`config.mk`:
```
export PLATFORM = sky130hd
export DESIGN_NAME = grad_nms_packer
export DESIGN_NICKNAME = d
export VERILOG_FILES = /design/src/rtl/grad_nms_packer.sv
export SDC_FILE = /design/constraint.sdc
export NUM_CORES = 1
export LEC_CHECK = 0
export ABC_CLOCK_PERIOD_IN_PS = 2500
export BUFFER_PORTS_ARGS = -buffer_cell sky130_fd_sc_hd__buf_2
export CORE_MARGIN = 2
export CORE_UTILIZATION = 47
export CTS_CLUSTER_DIAMETER = 100
export DETAILED_ROUTE_END_ITERATION = 8
export PLACE_DENSITY = 0.7
export SLEW_MARGIN = 10
export SYNTH_ARGS = -nofsm -noshare
export SYNTH_HDL_FRONTEND = slang
export SYNTH_SLANG_ARGS = --single-unit
export TNS_END_PERCENT = 20
```
`constraint.sdc`:
```
create_clock -name clk -period 2.5 [get_ports clk]
set_input_delay 0.125 -clock clk [delete_from_list [all_inputs] [get_ports clk]]
set_output_delay 0.125 -clock clk [all_outputs]
set_load 0.005 [all_outputs]
```
`src/rtl/grad_nms_packer.sv`:
```
// grad_nms_packer
//
// Turns a stream of signed Sobel gradient pairs {gy, gx} into packed
// magnitude/direction words for non-maximum suppression, and watches the
// input line structure for length violations.
//
// Ports
//   clk, rst_n          : rising-edge clock, asynchronous active-low reset
//   s_tdata             : {gy, gx}, each GRAD_WIDTH bits, two's complement
//   s_tvalid/s_tready   : input handshake
//   s_tuser/s_tlast     : start of frame / end of line, carried with the beat
//   m_tdata             : {1'b0, dir[2:0], mag[11:0]}
//   m_tvalid/m_tready   : output handshake
//   m_tuser/m_tlast     : sideband of the beat currently on m_tdata
//   err_clr             : synchronous clear of err_line_len
//   err_line_len        : sticky flag, set when a line is not IMG_WIDTH long
//
// Handshake: a beat transfers on a rising edge where valid and ready are both
// high. A master holds valid and its payload stable until that edge and never
// waits for ready before raising valid. Ready may change at any cycle.
//
// Direction codes: 0 = near horizontal gradient (|gy|/|gx| <= ~0.414),
// 2 = near vertical (|gy|/|gx| >= ~2.414), 1 = diagonal with matching signs,
// 3 = anti-diagonal. Tangent thresholds are scaled by 256 so the comparison is
// pure integer multiply.

module grad_nms_packer #(
    parameter int GRAD_WIDTH = 11,
    parameter int DATA_WIDTH = 12,
    parameter int DIR_WIDTH  = 3,
    parameter int IMG_WIDTH  = 1920
) (
    input  logic                      clk,
    input  logic                      rst_n,
    input  logic [2*GRAD_WIDTH-1:0]   s_tdata,
    input  logic                      s_tvalid,
    input  logic                      s_tuser,
    input  logic                      s_tlast,
    output logic                      s_tready,
    output logic [15:0]               m_tdata,
    output logic                      m_tvalid,
    output logic                      m_tuser,
    output logic                      m_tlast,
    input  logic                      m_tready,
    input  logic                      err_clr,
    output logic                      err_line_len
);

    // Product width: ax*618 needs GRAD_WIDTH+10 bits, which covers the others.
    localparam int PW = GRAD_WIDTH + 10;
    localparam int SW = GRAD_WIDTH + 1;
    localparam int CW = (IMG_WIDTH > 1) ? $clog2(IMG_WIDTH) : 1;
    localparam logic [CW-1:0] LAST_COL = CW'(IMG_WIDTH - 1);
    localparam logic [31:0]   MAG_MAX  = 32'((64'd1 << DATA_WIDTH) - 64'd1);

    // ------------------------------------------------------------------
    // Handshake / advance control
    // ------------------------------------------------------------------
    logic s1_valid;
    logic s2_ready;
    logic s1_advance;
    logic accept;

    // Stage 2 is the output register; it can take new data when it is empty
    // or its beat leaves this cycle. Stage 1 drains into stage 2 under the
    // same condition.
    assign s2_ready   = ~m_tvalid | m_tready;
    assign s1_advance = s1_valid & s2_ready;
    assign s_tready   = ~s1_valid | s1_advance;
    assign accept     = s_tvalid & s_tready;

    // ------------------------------------------------------------------
    // Stage 1: absolute values, scaled products, signs, sideband
    // ------------------------------------------------------------------
    logic [GRAD_WIDTH-1:0] gx, gy;
    logic [GRAD_WIDTH-1:0] ax, ay;

    assign gx = s_tdata[GRAD_WIDTH-1:0];
    assign gy = s_tdata[2*GRAD_WIDTH-1:GRAD_WIDTH];
    // Negating the most negative value yields the same bit pattern, which
    // read as unsigned is exactly 2^(GRAD_WIDTH-1).
    assign ax = gx[GRAD_WIDTH-1] ? -gx : gx;
    assign ay = gy[GRAD_WIDTH-1] ? -gy : gy;

    logic [GRAD_WIDTH-1:0] s1_ax, s1_ay;
    logic [PW-1:0]         s1_ay256, s1_ax106, s1_ax618;
    logic                  s1_sx, s1_sy, s1_user, s1_last;

    always_ff @(posedge clk or negedge rst_n) begin
        if (!rst_n) begin
            s1_valid <= 1'b0;
            s1_ax    <= '0;
            s1_ay    <= '0;
            s1_ay256 <= '0;
            s1_ax106 <= '0;
            s1_ax618 <= '0;
            s1_sx    <= 1'b0;
            s1_sy    <= 1'b0;
            s1_user  <= 1'b0;
            s1_last  <= 1'b0;
        end else if (s_tready) begin
            s1_valid <= s_tvalid;
            if (s_tvalid) begin
                s1_ax    <= ax;
                s1_ay    <= ay;
                s1_ay256 <= PW'(ay) << 8;
                s1_ax106 <= PW'(ax) * PW'(106);
                s1_ax618 <= PW'(ax) * PW'(618);
                s1_sx    <= gx[GRAD_WIDTH-1];
                s1_sy    <= gy[GRAD_WIDTH-1];
                s1_user  <= s_tuser;
                s1_last  <= s_tlast;
            end
        end
    end

    // ------------------------------------------------------------------
    // Stage 2: saturated magnitude, direction code, packing
    // ------------------------------------------------------------------
    logic [SW-1:0]        sum;
    logic [11:0]          mag_field;
    logic [DIR_WIDTH-1:0] dir;

    always_comb begin
        sum = SW'(s1_ax) + SW'(s1_ay);
        if (32'(sum) > MAG_MAX) begin
            mag_field = 12'(MAG_MAX);
        end else begin
            mag_field = 12'(sum);
        end

        // The first test also catches gx=gy=0 (0 <= 0); gx=0 with gy!=0
        // falls through to the vertical code.
        if (s1_ay256 <= s1_ax106) begin
            dir = DIR_WIDTH'(0);
        end else if (s1_ay256 >= s1_ax618) begin
            dir = DIR_WIDTH'(2);
        end else if (s1_sx == s1_sy) begin
            dir = DIR_WIDTH'(1);
        end else begin
            dir = DIR_WIDTH'(3);
        end
    end

    always_ff @(posedge clk or negedge rst_n) begin
        if (!rst_n) begin
            m_tvalid <= 1'b0;
            m_tdata  <= '0;
            m_tuser  <= 1'b0;
            m_tlast  <= 1'b0;
        end else if (s2_ready) begin
            m_tvalid <= s1_valid;
            if (s1_valid) begin
                m_tdata <= {1'b0, 3'(dir), mag_field};
                m_tuser <= s1_user;
                m_tlast <= s1_last;
            end
        end
    end

    // ------------------------------------------------------------------
    // Line length monitor (status only, never stalls the stream)
    // ------------------------------------------------------------------
    logic [CW-1:0] col;
    logic [CW-1:0] cur_col;
    logic          at_last_col;
    logic          violation;

    // A start-of-frame beat is column 0 regardless of the running count.
    assign cur_col     = s_tuser ? '0 : col;
    assign at_last_col = (cur_col == LAST_COL);
    // Early end (tlast before the last column) or missing end (last column
    // without tlast) are both a mismatch between tlast and the column.
    assign violation   = accept & (s_tlast != at_last_col);

    always_ff @(posedge clk or negedge rst_n) begin
        if (!rst_n) begin
            col          <= '0;
            err_line_len <= 1'b0;
        end else begin
            if (accept) begin
                col <= (s_tlast || at_last_col) ? '0 : cur_col + CW'(1);
            end
            // A new violation wins over a coincident clear.
            err_line_len <= (err_line_len & ~err_clr) | violation;
        end
    end

endmodule
```
==> After elaboration in Yosys (flattened, before gate mapping) <==
Index checks and enable logic that the tools add are counted.
Widths: inputs -> output; s select.
{ "op_classes": {"addsub": 4, "mul": 2, "order_cmp": 2, "n_eq_ne": 3, "muxes": 7, "bitwise": 10, "reduce_logical": 3} }
{ "op_table": {"columns": ["cell", "n"], "rows": [
  ["$mux 11", 4],
  ["$neg 11->11", 2],
  ["$ge 19x21->1", 1],
  ["$mul 11x9->20 const B", 1],
  ["$le 19x18->1", 1],
  ["$mul 11x6->17 const B", 1],
  ["$add 11x11->12", 1],
  ["$add 11x1->11 const B", 1],
  ["$eq 11x11->1 const B", 1],
  ["$mux 2", 3],
  ["$and 1x1->1", 4],
  ["$reduce_and 2->1", 2],
  ["$not 1->1", 3],
  ["$or 1x1->1", 3],
  ["$eq 1x1->1", 1],
  ["$logic_or 1x1->1", 1],
  ["$ne 1x1->1", 1]
]} }
{ "totals": {"regBits": 94, "in_bits": 29, "output_inout_bits": 21} }

==> Longest topological paths before layout <==
{ "depth": {"depth_word": 7, "ltp_mapped": 21, "mapped_depth_nobuf": 21} }

==> Least setup slack after synthesis <==
No wires, ideal clock.
{ "synth_path": {"kind": "input to register", "from": "input port s_tdata[3]", "to": "register s1_ax618[16]", "t_arrival_ps": 4882, "required_time_ps": 2380, "setup_slack_ps": -2502, "cell_stages": 17, "path_buffers": 0, "path_cell_list": "or4_1 or3_4 o21ai_4 xor2_2 inv_1 ha_1 inv_1 fa_1 fa_1 fa_1 inv_1 ha_1 or3_1 o2111ai_1 a21boi_1 or3_1 a31o_1"} }
{ "synth_between": {"elab_chain_cells": 3} }
{ "synth_lines": {"columns": ["element", "line_no", "source"], "rows": [
  ["from (decl)", "35", "input logic [2*GRAD_WIDTH-1:0] s_tdata,"],
  ["$neg 11->11", "82", "assign ax = gx[GRAD_WIDTH-1] ? -gx : gx;"],
  ["$mux 11", "82", null],
  ["via ax[9]", "76", "logic [GRAD_WIDTH-1:0] ax, ay;"],
  ["$mul 11x9->20", "108", "s1_ax618 <= PW'(ax) * PW'(618);"],
  ["to (signal assigned)", "108", null],
  ["to (decl)", "86", "logic [PW-1:0] s1_ay256, s1_ax106, s1_ax618;"]
]} }
The timed path passes the listed nets, and every way through them passes these cells.
A chain may end at the register's enable or synchronous reset.

==> Worst setup path in the final report <==
Ends and elaborated chain as after synthesis.

==> results.sh <==
export IMPL_status="finished, violations left"
export IMPL_failed_checks="setup timing"
export IMPL_ant_nets=0
export IMPL_top_usage_layer="met2"
export IMPL_cts_tree="built"
export IMPL_cts_sinks=87
export IMPL_antenna_found_initial=0
export IMPL_dp_slack_ns=-2.52
export IMPL_setup_slack_ns=-2.00
export IMPL_path_clk_slew_ns=0.06
export IMPL_synth_edf_count=0
export IMPL_hold_slack_ns=0.00371
export IMPL_sw_frac_of_total=0.415
export IMPL_power_density_mw_per_mm2=1140
export IMPL_row_count=46
export IMPL_final_hold_viol_count=0
export IMPL_dp_hpwl_mm=14.5
export IMPL_fin_cells=1254
export IMPL_ys_top_cells_by_count="136 x inv_1, 120 x nand2_1, 115 x ha_1"
export IMPL_place_congestion=0.855
export IMPL_period_share=1.80
export IMPL_synth_top_cell_area_share=0.283
export IMPL_cp_cell_sequence="buf_6 -> or4_4 -> or3_4 -> o21ai_4 -> xor2_4 -> inv_2 -> ha_4 -> inv_2 -> fa_1 -> fa_1 -> fa_1 -> inv_2 -> ha_4 -> or3_4 -> o2111ai_4 -> a21boi_2 -> or3_1 -> a31o_1"
export IMPL_endpoint_kind="flip-flop"
export IMPL_port_buffers=47
export IMPL_async_reset_ff_frac=1.00
export IMPL_yosys_top_cells_area="dfrtp_1 28%, ha_1 19%, fa_1 10%"
export IMPL_seq_area_frac_synth=0.283
export IMPL_yosysTopAreaCell="dfrtp_1"
export IMPL_maxCapViolations=0
export IMPL_synth_compound_area_share=0.152
export IMPL_core_area_mm2=0.0159
export IMPL_synth_most_common_cell="inv_1"
export IMPL_io_pins=50
export IMPL_setup_tns_ns=-38.88
export IMPL_synthMuxAreaShare=0.00944
export IMPL_dr_pass1_iters=7
export IMPL_start_util=0.482
export IMPL_yosys_register_bits=87
export IMPL_track_usage=0.219
export IMPL_grtUsageMet2=0.373
export IMPL_syn_inst=874
export IMPL_cts_buffers=9
export IMPL_criticalPathCategory="input pin to flip-flop"
export IMPL_slowest_delay_ns=0.54
export IMPL_p_clk_frac=0.137
export IMPL_wl_per_cell_um=14.9
export IMPL_synth_adder_area_share=0.289
export IMPL_clk_latency_ns=0.35
export IMPL_power_frac_comb=0.681
export IMPL_fmax_ghz=0.222
export IMPL_areaGrowthSynthToFinish_pct=28.4
export IMPL_synthSimpleGateAreaFrac=0.139
export IMPL_pwr_share_seq=0.182
export IMPL_crit_slowest_cell="fa_1"
export IMPL_synthDistinctLibCells=57
export IMPL_utilization=0.619
export IMPL_die_area_mm2=0.0174
export IMPL_final_layout_size_suffix_gt1_frac=0.252
export IMPL_cp_max_fo=2
export IMPL_grt_pass1_wl_mm=31.0
export IMPL_drt_iter0_markers=362
export IMPL_grt_overflow=0
export IMPL_chipHeight_um=132
export IMPL_synth_top_family_by_area="adder cells"
export IMPL_rsz0062_at_grt="true"
export IMPL_clk_path_buf_depth=2
export IMPL_routed_via_count=6501
export IMPL_slew_viol_final=0
export IMPL_numPlacedInstances=1228
export IMPL_power_leakage_nw=4.98
export IMPL_synthFlopType="dfrtp_1"
export IMPL_p_sw_mw=4.65
export IMPL_grt_max_degree=51
export IMPL_grt_pass1_vias=6394
export IMPL_ir_drop_mv=0.650
export IMPL_clock_root_buffer="clkbuf_16"
export IMPL_fin_crit_ns=4.50
export IMPL_fin_skew_ns=0.00861
export IMPL_hold_class="input pin to flip-flop"
export IMPL_synth_warning_count=0
export IMPL_syn_area_mm2=0.00769
export IMPL_via_per_inst=5.18
export IMPL_cp_start_kind="input pin"
export IMPL_synth_area_per_cell_um2=8.79
export IMPL_die_width_um=132
export IMPL_drc=0
export IMPL_setup_viol=27
export IMPL_worst_pin_slew_ns=0.741
export IMPL_required_ns=2.74
export IMPL_nNetsFinal=1217
export IMPL_wl_mm=18.7
export IMPL_fill_cells=1304
export IMPL_diodes=0
export IMPL_internal_power_mw=6.57
export IMPL_gr_usage_met3=0.0231
export IMPL_relSlewSlack=0.502
export IMPL_cts_htree_levels=3
export IMPL_worstPathArrival_ns=4.73
export IMPL_use_met1=0.296
export IMPL_synthXorXnorAreaFrac=0.0477
## placed cells by master, fill, tap and decap left out, types with 4 or more instances in the layout
| cell type | netlist | final |
|---|---|---|
| xnor2_1 | 20 | 14 |
| o21ai_1 | 12 | 17 |
| nand2b_1 | 12 | 12 |
| ha_4 | 0 | 14 |
| inv_1 | 136 | 122 |
| a22o_1 | 5 | 5 |
| nor2b_1 | 7 | 6 |
| nor2_1 | 35 | 34 |
| a211oi_1 | 9 | 6 |
| xor2_1 | 20 | 19 |
| buf_6 | 0 | 7 |
| a31oi_1 | 10 | 9 |
| buf_2 | 0 | 45 |
| xnor2_2 | 0 | 5 |
| mux2i_1 | 5 | 5 |
| ha_1 | 115 | 100 |
| clkbuf_16 | 0 | 9 |
| fa_1 | 39 | 38 |
| o21ai_2 | 0 | 6 |
| nand3_1 | 14 | 14 |
| nand2_1 | 120 | 117 |
| inv_2 | 0 | 14 |
| or3_1 | 8 | 6 |
| a21o_1 | 10 | 10 |
| nand4_1 | 6 | 6 |
| o21ai_0 | 82 | 69 |
| dfrtp_1 | 87 | 87 |
| buf_4 | 2 | 117 |
| o31ai_1 | 7 | 6 |
| nor3_1 | 8 | 6 |
| o21bai_1 | 4 | 4 |
| a21oi_1 | 22 | 18 |
| o21a_1 | 5 | 5 |
## layer usage
metal  vias to the layer above  share of wire
met2                       105           0.49
li1                       3250              -
met4                         0          0.019
met3                        24          0.024
met1                      3122           0.47
met5                         -              0
## metrics by stage
step	power, mW	instance area, um^2
after floorplan	6.11	7760
after global placement	8.25	9060
after detailed placement	8.42	9060
after CTS	10.6	9700
after global routing	12.2	9870
final	11.2	9870
## repair_timing
item | CTS | global route
hold endpoints to repair | 38 | 0
pin swaps | 27 | 22
buffers inserted | 6 | 4
hold buffers | 2 | 0
endpoints found under the setup margin | 27 | 28
gates resized for setup | 46 | 39
## critical path, delay by kind of cell
kind,cells,cell delay (ns)
AOI/OAI and AO/OA,4,0.72
xor gates and xnor gates,1,0.18
adders and majority gates,5,1.88
buffers and inverters,4,0.24
and+or+nand+nor,4,1.60
## power groups by stage
stage          Sequential, mW  Combinational, mW  Clock [mW]
2_1_floorplan            2.02               4.09           0
3_3_place_gp             2.05               6.20           0
3_5_place_dp             2.06               6.35           0
4_1_cts                  2.04               6.97        1.56
5_1_grt                  2.09               8.50        1.62
6_report                 2.04               7.64        1.54
## cell type report
type                       instances  area, um^2  area share
clock buffer                      10         229      0.0232
clock inverter                     5         106      0.0108
inverter                         136         510      0.0517
multi-input combinational        627        5340       0.541
sequential                        87        2180       0.221
tap                              216         270      0.0274
timing repair buffer             173        1240       0.126
## cells by family after synthesis
group	Yosys count
AO/OA/AOI/OAI	190
XOR/XNOR	41
adder cells (fa/ha/maj)	154
buffers and inverters	161
flip-flops	87
multiplexers	7
other	1
AND/OR/NAND/NOR	233
## final timing paths
kind                                      to  cells past startpoint        from  slack [ns]
worst max-delay path            s1_ax618[16]                     18  s_tdata[3]       -2.00
worst min-delay path                s1_valid                      2    s_tvalid       0.004
worst max register to register        col[7]                      9      col[0]        0.21
worst min register to register       m_tlast                      2     m_tlast        0.47
max in group asynchronous             col[5]                      3       rst_n        1.57
min in group asynchronous        s1_ax106[7]                      2       rst_n        0.30
## sequential cells by signal (all words and copies together) (netlist names), 11 cells and up
signal    count
s1_ax618     18
s1_ax        11
s1_ax106     13
s1_ay        11
m_tdata      14
col          11
Note: power is estimated with default switching activity, not from simulation.
